==> config.mk <==
export PLATFORM = sky130hd
export DESIGN_NAME = frame_parser_flat
export DESIGN_NICKNAME = d
export VERILOG_FILES = /design/src/rtl/frame_parser_if.sv /design/src/rtl/frame_parser.sv /design/src/flat_wrapper.sv
export SDC_FILE = /design/constraint.sdc
export NUM_CORES = 1
export LEC_CHECK = 0
export CORE_MARGIN = 2
export CORE_UTILIZATION = 50
export DETAILED_ROUTE_END_ITERATION = 7
export HOLD_SLACK_MARGIN = 0.03
export MAX_ROUTING_LAYER = met4
export PLACE_DENSITY = 0.8
export SLEW_MARGIN = 20
export SYNTH_ARGS = -nofsm -noshare
export SYNTH_HDL_FRONTEND = slang
export SYNTH_SLANG_ARGS = --single-unit
==> constraint.sdc <==
create_clock -name clk -period 4.2 [get_ports clk]
set_input_delay 1.05 -clock clk [delete_from_list [all_inputs] [get_ports clk]]
set_output_delay 1.05 -clock clk [all_outputs]
set_load 0.01 [all_outputs]
==> src/rtl/frame_parser_if.sv <==
// ----------------------------------------------------------------------------
// frame_parser_if
// Valid/ready stream bundle used on both sides of frame_parser.
//   tdata  : stream data word, DW bits
//   tvalid : producer has a word on tdata
//   tready : consumer takes the word when tvalid && tready
//   tlast  : last word of a packet (used on the output side only)
// Modports:
//   master : drives tdata/tvalid/tlast, observes tready
//   slave  : observes tdata/tvalid, drives tready (tlast is ignored on input)
// ----------------------------------------------------------------------------
interface frame_parser_if #(
   parameter int DW = 128
) ();

   logic [DW-1:0] tdata;
   logic          tvalid;
   logic          tready;
   logic          tlast;

   modport master (
      output tdata,
      output tvalid,
      output tlast,
      input  tready
   );

   modport slave (
      input  tdata,
      input  tvalid,
      output tready
   );

endinterface

==> src/rtl/frame_parser.sv <==
// ----------------------------------------------------------------------------
// frame_parser
// Splits a framed input stream into payload and per-frame side information.
// Each frame is DATA_BEATS payload words, META_BEATS metadata words and one
// sequence word. Payload words are forwarded through a one-entry output
// register; metadata and sequence words are consumed locally. At the end of
// each frame the first metadata word and the sequence value are published,
// and a gap in the sequence numbering is flagged and counted.
//
// Ports:
//   clk        : single clock for all logic
//   resetn     : asynchronous, active-low reset
//   axis_in    : framed input stream (slave modport; tdata/tvalid in, tready out)
//   axis_out   : payload-only output stream (master modport; tdata/tvalid/tlast
//                out, tready in)
//   frame_meta : first metadata word of the last completed frame
//   frame_seq  : sequence value (low SEQ_W bits) of the last completed frame
//   frame_done : one-cycle pulse when a frame completes
//   seq_error  : one-cycle pulse, coincident with frame_done, on a sequence gap
//   err_count  : saturating count of seq_error pulses
//   state_o    : current parse state (0 DATA, 1 META, 2 SEQ)
// ----------------------------------------------------------------------------
module frame_parser #(
   parameter int DW         = 128,
   parameter int DATA_BEATS = 129,
   parameter int META_BEATS = 2,
   parameter int SEQ_W      = 64
) (
   input  logic                 clk,
   input  logic                 resetn,
   frame_parser_if.slave        axis_in,
   frame_parser_if.master       axis_out,
   output logic [DW-1:0]        frame_meta,
   output logic [SEQ_W-1:0]     frame_seq,
   output logic                 frame_done,
   output logic                 seq_error,
   output logic [15:0]          err_count,
   output logic [1:0]           state_o
);

   // One counter serves both the payload and metadata phases.
   localparam int MAX_BEATS = (DATA_BEATS > META_BEATS) ? DATA_BEATS : META_BEATS;
   localparam int CNT_W     = (MAX_BEATS > 1) ? $clog2(MAX_BEATS) : 1;

   typedef enum logic [1:0] {
      S_DATA = 2'd0,
      S_META = 2'd1,
      S_SEQ  = 2'd2
   } state_t;

   function automatic logic [15:0] sat_inc16(input logic [15:0] v);
      return (v == 16'hFFFF) ? v : v + 16'd1;
   endfunction

   state_t           state;
   state_t           state_nxt;
   logic [CNT_W-1:0] cnt;
   logic [CNT_W-1:0] cnt_nxt;

   logic             in_ready;
   logic             accept;
   logic             last_data;
   logic             last_meta;
   logic             load_out;
   logic             cap_meta;
   logic             seq_acc;
   logic             drain;

   logic [DW-1:0]    out_data_p1;
   logic             out_vld_p1;
   logic             out_last_p1;

   logic [DW-1:0]    meta_shadow;
   logic             have_prev;
   logic [15:0]      err_cnt;

   logic [SEQ_W-1:0] seq_in;
   logic             seq_bad;

   assign last_data = (cnt == CNT_W'(DATA_BEATS - 1));
   assign last_meta = (cnt == CNT_W'(META_BEATS - 1));
   assign drain     = out_vld_p1 && axis_out.tready;

   // Payload may only be taken when the output register is empty or is being
   // emptied this cycle; metadata and sequence words never back-pressure.
   always_comb begin
      in_ready = 1'b0;
      if (resetn) begin
         if (state == S_DATA) begin
            in_ready = !out_vld_p1 || axis_out.tready;
         end else begin
            in_ready = 1'b1;
         end
      end
   end

   assign accept         = axis_in.tvalid && in_ready;
   assign axis_in.tready = in_ready;

   assign seq_in  = axis_in.tdata[SEQ_W-1:0];
   // All-ones followed by zero wraps naturally in SEQ_W-bit arithmetic.
   assign seq_bad = have_prev && (seq_in != frame_seq + SEQ_W'(1));

   always_ff @(posedge clk or negedge resetn) begin
      if (!resetn) begin
         state <= S_DATA;
         cnt   <= '0;
      end else begin
         state <= state_nxt;
         cnt   <= cnt_nxt;
      end
   end

   always_comb begin
      state_nxt = state;
      cnt_nxt   = cnt;
      load_out  = 1'b0;
      cap_meta  = 1'b0;
      seq_acc   = 1'b0;
      case (state)
         S_DATA: begin
            if (accept) begin
               load_out = 1'b1;
               if (last_data) begin
                  state_nxt = S_META;
                  cnt_nxt   = '0;
               end else begin
                  cnt_nxt = cnt + CNT_W'(1);
               end
            end
         end
         S_META: begin
            if (accept) begin
               cap_meta = (cnt == '0);
               if (last_meta) begin
                  state_nxt = S_SEQ;
                  cnt_nxt   = '0;
               end else begin
                  cnt_nxt = cnt + CNT_W'(1);
               end
            end
         end
         S_SEQ: begin
            if (accept) begin
               seq_acc   = 1'b1;
               state_nxt = S_DATA;
               cnt_nxt   = '0;
            end
         end
         default: begin
            state_nxt = S_DATA;
            cnt_nxt   = '0;
         end
      endcase
   end

   assign state_o = state;

   // ---- stage p1: output register (load wins over drain, so a simultaneous
   // drain and acceptance replaces the word without a bubble) ----
   always_ff @(posedge clk or negedge resetn) begin
      if (!resetn) begin
         out_data_p1 <= '0;
         out_vld_p1  <= 1'b0;
         out_last_p1 <= 1'b0;
      end else if (load_out) begin
         out_data_p1 <= axis_in.tdata;
         out_vld_p1  <= 1'b1;
         out_last_p1 <= last_data;
      end else if (drain) begin
         out_vld_p1  <= 1'b0;
      end
   end

   assign axis_out.tdata  = out_data_p1;
   assign axis_out.tvalid = out_vld_p1;
   assign axis_out.tlast  = out_last_p1;

   // ---- stage p1: per-frame results, published on sequence acceptance ----
   always_ff @(posedge clk or negedge resetn) begin
      if (!resetn) begin
         meta_shadow <= '0;
         have_prev   <= 1'b0;
         frame_meta  <= '0;
         frame_seq   <= '0;
         frame_done  <= 1'b0;
         seq_error   <= 1'b0;
         err_cnt     <= 16'd0;
      end else begin
         frame_done <= seq_acc;
         seq_error  <= seq_acc && seq_bad;
         if (cap_meta) begin
            meta_shadow <= axis_in.tdata;
         end
         if (seq_acc) begin
            frame_meta <= meta_shadow;
            frame_seq  <= seq_in;
            have_prev  <= 1'b1;
            if (seq_bad) begin
               err_cnt <= sat_inc16(err_cnt);
            end
         end
      end
   end

   assign err_count = err_cnt;

endmodule

==> src/flat_wrapper.sv <==
// flat-port wrapper written by rule: the top's interface ports become plain ports
module frame_parser_flat 
#(
   parameter int DW         = 128,
   parameter int DATA_BEATS = 129,
   parameter int META_BEATS = 2,
   parameter int SEQ_W      = 64
)
  (clk, resetn, frame_meta, frame_seq, frame_done, seq_error, err_count, state_o, axis_in_tdata, axis_in_tvalid, axis_in_tready, axis_out_tdata, axis_out_tvalid, axis_out_tlast, axis_out_tready);
  frame_parser_if #(.DW(DW)) axis_in_i ();
  frame_parser_if #(.DW(DW)) axis_out_i ();
  input  logic clk;
  input  logic resetn;
  output logic [DW-1:0] frame_meta;
  output logic [SEQ_W-1:0] frame_seq;
  output logic frame_done;
  output logic seq_error;
  output logic [15:0] err_count;
  output logic [1:0] state_o;
  input wire logic [$bits(axis_in_i.tdata)-1:0] axis_in_tdata;
  input wire logic [$bits(axis_in_i.tvalid)-1:0] axis_in_tvalid;
  output wire logic [$bits(axis_in_i.tready)-1:0] axis_in_tready;
  output wire logic [$bits(axis_out_i.tdata)-1:0] axis_out_tdata;
  output wire logic [$bits(axis_out_i.tvalid)-1:0] axis_out_tvalid;
  output wire logic [$bits(axis_out_i.tlast)-1:0] axis_out_tlast;
  input wire logic [$bits(axis_out_i.tready)-1:0] axis_out_tready;
  assign axis_in_i.tdata = axis_in_tdata;
  assign axis_in_i.tvalid = axis_in_tvalid;
  assign axis_in_tready = axis_in_i.tready;
  assign axis_out_tdata = axis_out_i.tdata;
  assign axis_out_tvalid = axis_out_i.tvalid;
  assign axis_out_tlast = axis_out_i.tlast;
  assign axis_out_i.tready = axis_out_tready;
  frame_parser #(.DW(DW), .DATA_BEATS(DATA_BEATS), .META_BEATS(META_BEATS), .SEQ_W(SEQ_W)) u_core (.clk(clk), .resetn(resetn), .axis_in(axis_in_i), .axis_out(axis_out_i), .frame_meta(frame_meta), .frame_seq(frame_seq), .frame_done(frame_done), .seq_error(seq_error), .err_count(err_count), .state_o(state_o));
endmodule
==> results of run 1 <==
==> metal layers <==
| metal | up-vias | wire length, um |
|---|---|---|
| met5 | - | 0 |
| met2 | 532 | 29230 |
| li1 | 7234 | - |
| met3 | 143 | 5227 |
| met1 | 7950 | 23530 |
| met4 | 0 | 2471 |
==> critical path: stages <==
cell and delay, ns:
clkdlybuf4s50_1 0.51, xor2_1 0.21, o21ai_0 0.22, nand3_1 0.15
a2111oi_0 0.42, buf_4 0.20, o2111ai_1 0.13, nor4_1 0.52
nand4_1 0.24, nor3_4 0.31, buf_4 0.22, nor4b_1 0.07
xor2_1 0.16
==> Yosys cell counts, drive strengths merged, types with 3 or more instances <==
master     n
inv       12
o21ai     35
ha         5
nand2    622
nand4b     4
nor3      28
a21oi     20
nand2b     8
clkbuf    69
nor2b      4
o31a       3
o31ai      3
nor3b      5
buf       16
nor2      44
a211oi     3
a2111oi    3
mux2     258
nand3b     7
nor4      15
and3      14
a31oi      9
mux2i      5
o2111ai    3
xnor2     50
o22ai      3
and2       6
dfrtp    479
xor2      50
nand3     39
or4        6
nand4     30
==> cells by family (layout without fill, tap and decap cells) <==
| family | count (synthesis) | in the layout | share of synthesized area [%] |
|---|---|---|---|
| AOI/OAI and AO/OA | 91 | 91 | 2.668 |
| other | 0 | 1 | 0 |
| xor gates and xnor gates | 100 | 100 | 4.264 |
| buffers and inverters | 97 | 608 | 1.858 |
| and+or+nand+nor | 841 | 841 | 18.15 |
| DFF | 479 | 479 | 58.35 |
| adders and majority gates | 5 | 5 | 0.3046 |
| muxes | 263 | 263 | 14.41 |
==> flip-flops by register name, summed over array words and instances (netlist names) <==
signal / flops
u_core.frame_meta: 128
u_core.frame_seq: 64
u_core.seq_error: 1
u_core.have_prev: 1
u_core.frame_done: 1
u_core.state_o: 2
u_core.err_count: 16
u_core.meta_shadow: 128
u_core.axis_out.tvalid: 1
u_core.axis_out.tdata: 128
u_core.cnt: 8
u_core.axis_out.tlast: 1
==> where the power goes <==
| group | total [mW] | switching, mW | internal, mW |
|---|---|---|---|
| clock network | 4.56 | 1.87 | 2.68 |
| registers | 7.73 | 1.40 | 6.33 |
| logic | 6.20 | 2.67 | 3.53 |
| total | 18.5 | 5.94 | 12.5 |
==> placed cells by master, fill, tap and decap left out, types with 34 or more instances in the layout <==
cell,instances
clkdlybuf4s50_1,473
xor2_1,50
mux2_2,257
nand2_1,620
dfrtp_1,479
o21ai_0,34
nor2_1,42
xnor2_1,50
nand3_1,36
clkbuf_16,49
==> through the flow <==
stage / hold slack [ns] / utilization, % / worst slack (ns) / power, mW
after global routing: 0.4865 / 68.17 / 0.1362 / 19.43
after CTS: 0.4643 / 68.16 / 0.2806 / 18.59
after detailed placement: 0.4497 / 64.00 / -0.3254 / 13.92
final: 0.4639 / 68.17 / 0.2212 / 18.49
after global placement: 0.4434 / 64.00 / -0.3307 / 13.68
after floorplan: 0.4348 / - / 0.9366 / 10.40
==> worst max path at each step <==
stage	from	endpoint	slack (ns)	cells after the start
6_report	axis_in_tdata[33]	u_core.err_count[3]	0.22	13
5_1_grt	axis_in_tdata[33]	u_core.err_count[3]	0.14	13
2_1_floorplan	u_core.frame_seq[0]	u_core.err_count[1]	0.94	11
4_1_cts	axis_in_tdata[33]	u_core.err_count[3]	0.28	13
3_3_place_gp	axis_in_tdata[33]	u_core.err_count[3]	-0.33	13
3_5_place_dp	axis_in_tdata[33]	u_core.err_count[3]	-0.33	13
==> area by class of cell <==
class	count	area, um^2	area share, %
Clock inverter	21	275.3	0.9935
Multi-Input combinational cell	1300	8188	29.55
Antenna cell	1	2.502	0.009031
Inverter	12	50.05	0.1806
Timing Repair Buffer	507	5122	18.49
Tap cell	532	665.6	2.402
Sequential cell	479	11990	43.26
Clock buffer	68	1418	5.116
==> impl_metrics.json, run 1 <==
{
  "outcome": "completed",
  "cts_buffers": 49,
  "synthTopCellsByArea": "dfrtp_1, mux2_2, nand2_1, xnor2_1, xor2_1",
  "synth_cell_type_count": 63,
  "drt_first_iter_violations": 874,
  "relSlewSlack_pct": 35.00,
  "grt_util_met2_pct": 46.42,
  "n_fill_cell": 2933,
  "clkSlewWorstSetupHoldPaths_ns": 0.06,
  "drive_gt1_share_pct": 16.63,
  "synth_area_mm2": 0.02054,
  "cts-root-buf": "clkbuf_16",
  "fmax_mhz": 251.3,
  "final_cell_count_no_fill": 2920,
  "post-route-min-period_ns": 3.979,
  "area_delta_synth_final_pct": 34.89,
  "post_synth.cell_area_avg_um2": 10.95,
  "synth-async-reset-ratio_pct": 100.0,
  "r2r-start": "u_core.frame_seq[7]",
  "clkLatencyLatePin_ns": 0.60,
  "leakage_nw": 12.73,
  "worstMarginPinSlew_ns": 0.9750,
  "grt_max_degree": 198,
  "fp.coreArea_mm2": 0.04065,
  "finalHoldViolCount": 0,
  "fin_area_mm2": 0.02771,
  "portBuffers": 474,
  "nNetsFinal": 2486,
  "rr_worst_depth": 12,
  "hold_end": "u_core.have_prev",
  "syn-num-nets": 2013,
  "powerDensity_mw_per_mm2": 667.2,
  "place_inst": 2830,
  "worst_setup_path_start_kind": "primary input",
  "ios": 475,
  "ir_drop_uv": 552.6,
  "r2r-end": "u_core.err_count[3]",
  "maxCapViolations": 0,
  "num_rows": 74,
  "h-tree-depth": 2,
  "min_period_over_period_pct": 94.73,
  "ant_nets": 0,
  "antenna_found_initial": 1,
  "worst-setup-path-type": "in -> reg",
  "postCtsSetupRepairBufs": 0,
  "die-area_mm2": 0.04272,
  "vias": 15860,
  "setup_violations": 0,
  "first_global_vias": 16410,
  "die_width_um": 206.7,
  "initial_core_util_pct": 50.54,
  "yosys_warnings": 0,
  "met1_usage_pct": 34.63,
  "hold_class": "reg -> reg",
  "vias_per_cell": 5.431,
  "slew_viol_final": 0,
  "synth_edf_count": 0,
  "syn_inst": 1876,
  "postPlaceCellArea_mm2": 0.02601,
  "grt_first_pass_wirelength_mm": 92.72,
  "ys_seq_elements": 479,
  "globalplace.congestion": 0.8872,
  "crit_required_ns": 4.65,
  "synth-seq-area-share_pct": 58.35,
  "hold_buffers": 0,
  "drc_errors": 0,
  "grt-ovfl-total": 0,
  "endpoint_kind": "register",
  "die_h_um": 206.7,
  "clock_skew_ns": 0.02247,
  "rsz0062_at_grt": "no",
  "cts_resized": 0,
  "cp_max_fo": 11,
  "cts.sinks": 479,
  "hold_depth": 2,
  "min_from": "u_core.have_prev",
  "yosysTopAreaCellShare_pct": 58.35,
  "grt.total_usage_pct": 29.11,
  "yosysTopAreaCell": "dfrtp_1",
  "rrSetupSlack_ns": 0.34,
  "synthFlopType": "dfrtp_1",
  "cts_tree": "done",
  "busiest_layer": "met2",
  "hpwl_mm": 42.26,
  "routed_wl_mm": 60.46,
  "use_met3_pct": 8.713,
  "setup_tns_ns": 0,
  "arrival_ns": 4.43,
  "route.detailed.wl_per_inst_um": 20.70,
  "first_pass_iters": 5,
  "clock_path_buffers": 3
}
Power figures use the tool's default switching activity.
==> inputs of run 2 (changes only) <==
Settings changed: CORE_MARGIN 2 to 4.
==> run 2 against run 1 <==
  * Sequential share of layout area down 0.098 points
  * Cell count down 0.24%
  * Worst hold slack worse by 0.20 ns
  * Fmax down 1.6%
  * Clock skew down 0.0038 ns
  * Sequential power about the same
  * Die area up 3.9%
  * Global-route usage down 0.20 points
  * Core utilization up 0.93 points
  * Flip-flop and latch count unchanged
  * Combinational power about the same
  * Largest cell class unchanged
==> impl_metrics.json, run 2 (synthesis gave the netlist of run 1 again) <==
{
  "min_period_over_period_pct": 96.26,
  "vias": 15940,
  "final_cell_mix": "nand2_1, dfrtp_1, clkdlybuf4s50_1",
  "crit_required_ns": 4.65,
  "power_mw": 18.75,
  "rsz0062_at_grt": "no",
  "num_rows": 73,
  "cts.sinks": 479,
  "fp.coreArea_mm2": 0.04019,
  "cts_tree": "done",
  "fmax_mhz": 247.4,
  "r2r-start": "u_core.frame_seq[7]",
  "leakage_nw": 12.76,
  "slew_viol_final": 0,
  "nNetsFinal": 2484,
  "postCtsSetupRepairBufs": 0,
  "antenna_found_initial": 1,
  "hpwl_mm": 44.09,
  "routed_wl_mm": 62.90,
  "endpoint_kind": "register",
  "portBuffers": 474,
  "first_global_vias": 16930,
  "r2r-end": "u_core.err_count[12]",
  "rr_worst_depth": 12,
  "grt-ovfl-total": 0,
  "h-tree-depth": 2,
  "powerDensity_mw_per_mm2": 675.2,
  "post-route-min-period_ns": 4.043,
  "die-area_mm2": 0.04439,
  "die_width_um": 210.7,
  "vias_per_cell": 5.473,
  "first_pass_iters": 5,
  "globalplace.congestion": 0.9211,
  "ios": 475,
  "rrSetupSlack_ns": 0.23,
  "cp_max_fo": 11,
  "grt.total_usage_pct": 28.91,
  "worst-setup-path-type": "in -> reg",
  "setup_violations": 0,
  "ir_drop_uv": 582.6,
  "clock_skew_ns": 0.01866,
  "drive_gt1_share_pct": 16.68,
  "clkSlewWorstSetupHoldPaths_ns": 0.06,
  "worst_setup_path_start_kind": "primary input",
  "maxCapViolations": 0,
  "arrival_ns": 4.50,
  "layout.cells.most_common": "nand2_1",
  "relSlewSlack_pct": 30.63,
  "clock_path_buffers": 3,
  "drc_errors": 0,
  "cts_resized": 0,
  "die_h_um": 210.7,
  "finalHoldViolCount": 0,
  "initial_core_util_pct": 51.11,
  "clkLatencyLatePin_ns": 0.60,
  "grt_first_pass_wirelength_mm": 98.17,
  "grt_max_degree": 198,
  "n_fill_cell": 2877,
  "postPlaceCellArea_mm2": 0.02594,
  "route.detailed.wl_per_inst_um": 21.59,
  "outcome": "completed",
  "ant_nets": 0,
  "hold_buffers": 0,
  "area_delta_synth_final_pct": 35.20,
  "drt_first_iter_violations": 1093,
  "cts-root-buf": "clkbuf_16",
  "worstMarginPinSlew_ns": 1.040,
  "fin_area_mm2": 0.02777,
  "cts_buffers": 49,
  "hold_class": "in -> async"
}
## run 2: how the worst max path moves through the flow
stage	startpoint	to	cells after the start
5_1_grt	axis_in_tdata[33]	u_core.err_count[12]	13
2_1_floorplan	u_core.frame_seq[0]	u_core.err_count[1]	11
3_5_place_dp	axis_in_tdata[33]	u_core.err_count[3]	13
3_3_place_gp	axis_in_tdata[33]	u_core.err_count[3]	13
4_1_cts	axis_in_tdata[33]	u_core.err_count[12]	13
6_report	axis_in_tdata[33]	u_core.err_count[12]	13
## run 2: area by class of cell
cell class,instances,area (um^2),area share [%]
repair buffers,505,5097,18.36
clock inverters,26,392.9,1.415
multi-input cells,1300,8188,29.48
clock buffers,64,1394,5.019
diodes,2,5.005,0.01802
well taps,525,656.9,2.365
inverters,12,50.05,0.1802
flip-flops and latches,479,11990,43.16
## run 2: metrics by stage
| step | util (%) | setup TNS [ns] | setup WS [ns] | std cells | hold slack (ns) |
|---|---|---|---|---|---|
| 6_report | 69.10 | 0 | 0.1572 | 2913 | 0.2607 |
| 5_1_grt | 69.09 | 0 | 0.06631 | 2912 | 0.2564 |
| 4_1_cts | 69.00 | 0 | 0.2067 | 2910 | 0.2393 |
| 3_5_place_dp | 64.55 | -5.766 | -0.4000 | 2820 | 0.4478 |
| 3_3_place_gp | 64.55 | -3.752 | -0.2676 | 2820 | 0.4435 |
| 2_1_floorplan | - | 0 | 0.9366 | 1876 | 0.4348 |
## run 2: power by group
part | switching, mW | leakage, nW | internal, mW
clock | 1.88 | 0.878 | 2.90
sequential | 1.41 | 6.16 | 6.33
combinational | 2.70 | 5.71 | 3.53
## run 2: metal layers
metal / vias up / global-route usage, % / part of all wire [%]
met5: - / - / 0
met4: 0 / 8.607 / 2.8
met3: 102 / 7.783 / 8.1
met2: 568 / 46.82 / 49
met1: 8054 / 36.06 / 40
li1: 7219 / - / -
## run 2: worst max-delay path: stages
cell and delay, ns:
clkdlybuf4s50_1 0.51, xor2_1 0.20, o21ai_0 0.25, nand3_1 0.14
a2111oi_0 0.48, buf_4 0.20, o2111ai_1 0.12, nor4_1 0.48
nand4_1 0.22, nor3_4 0.35, buf_4 0.24, nor3_1 0.09
xor2_1 0.17
==> inputs of run 3 (changes only) <==
Settings changed: CORE_MARGIN 4 to 2.
==> results of run 3 <==
Same layout as run 1: the final DEF is identical, and so are final timing and power.
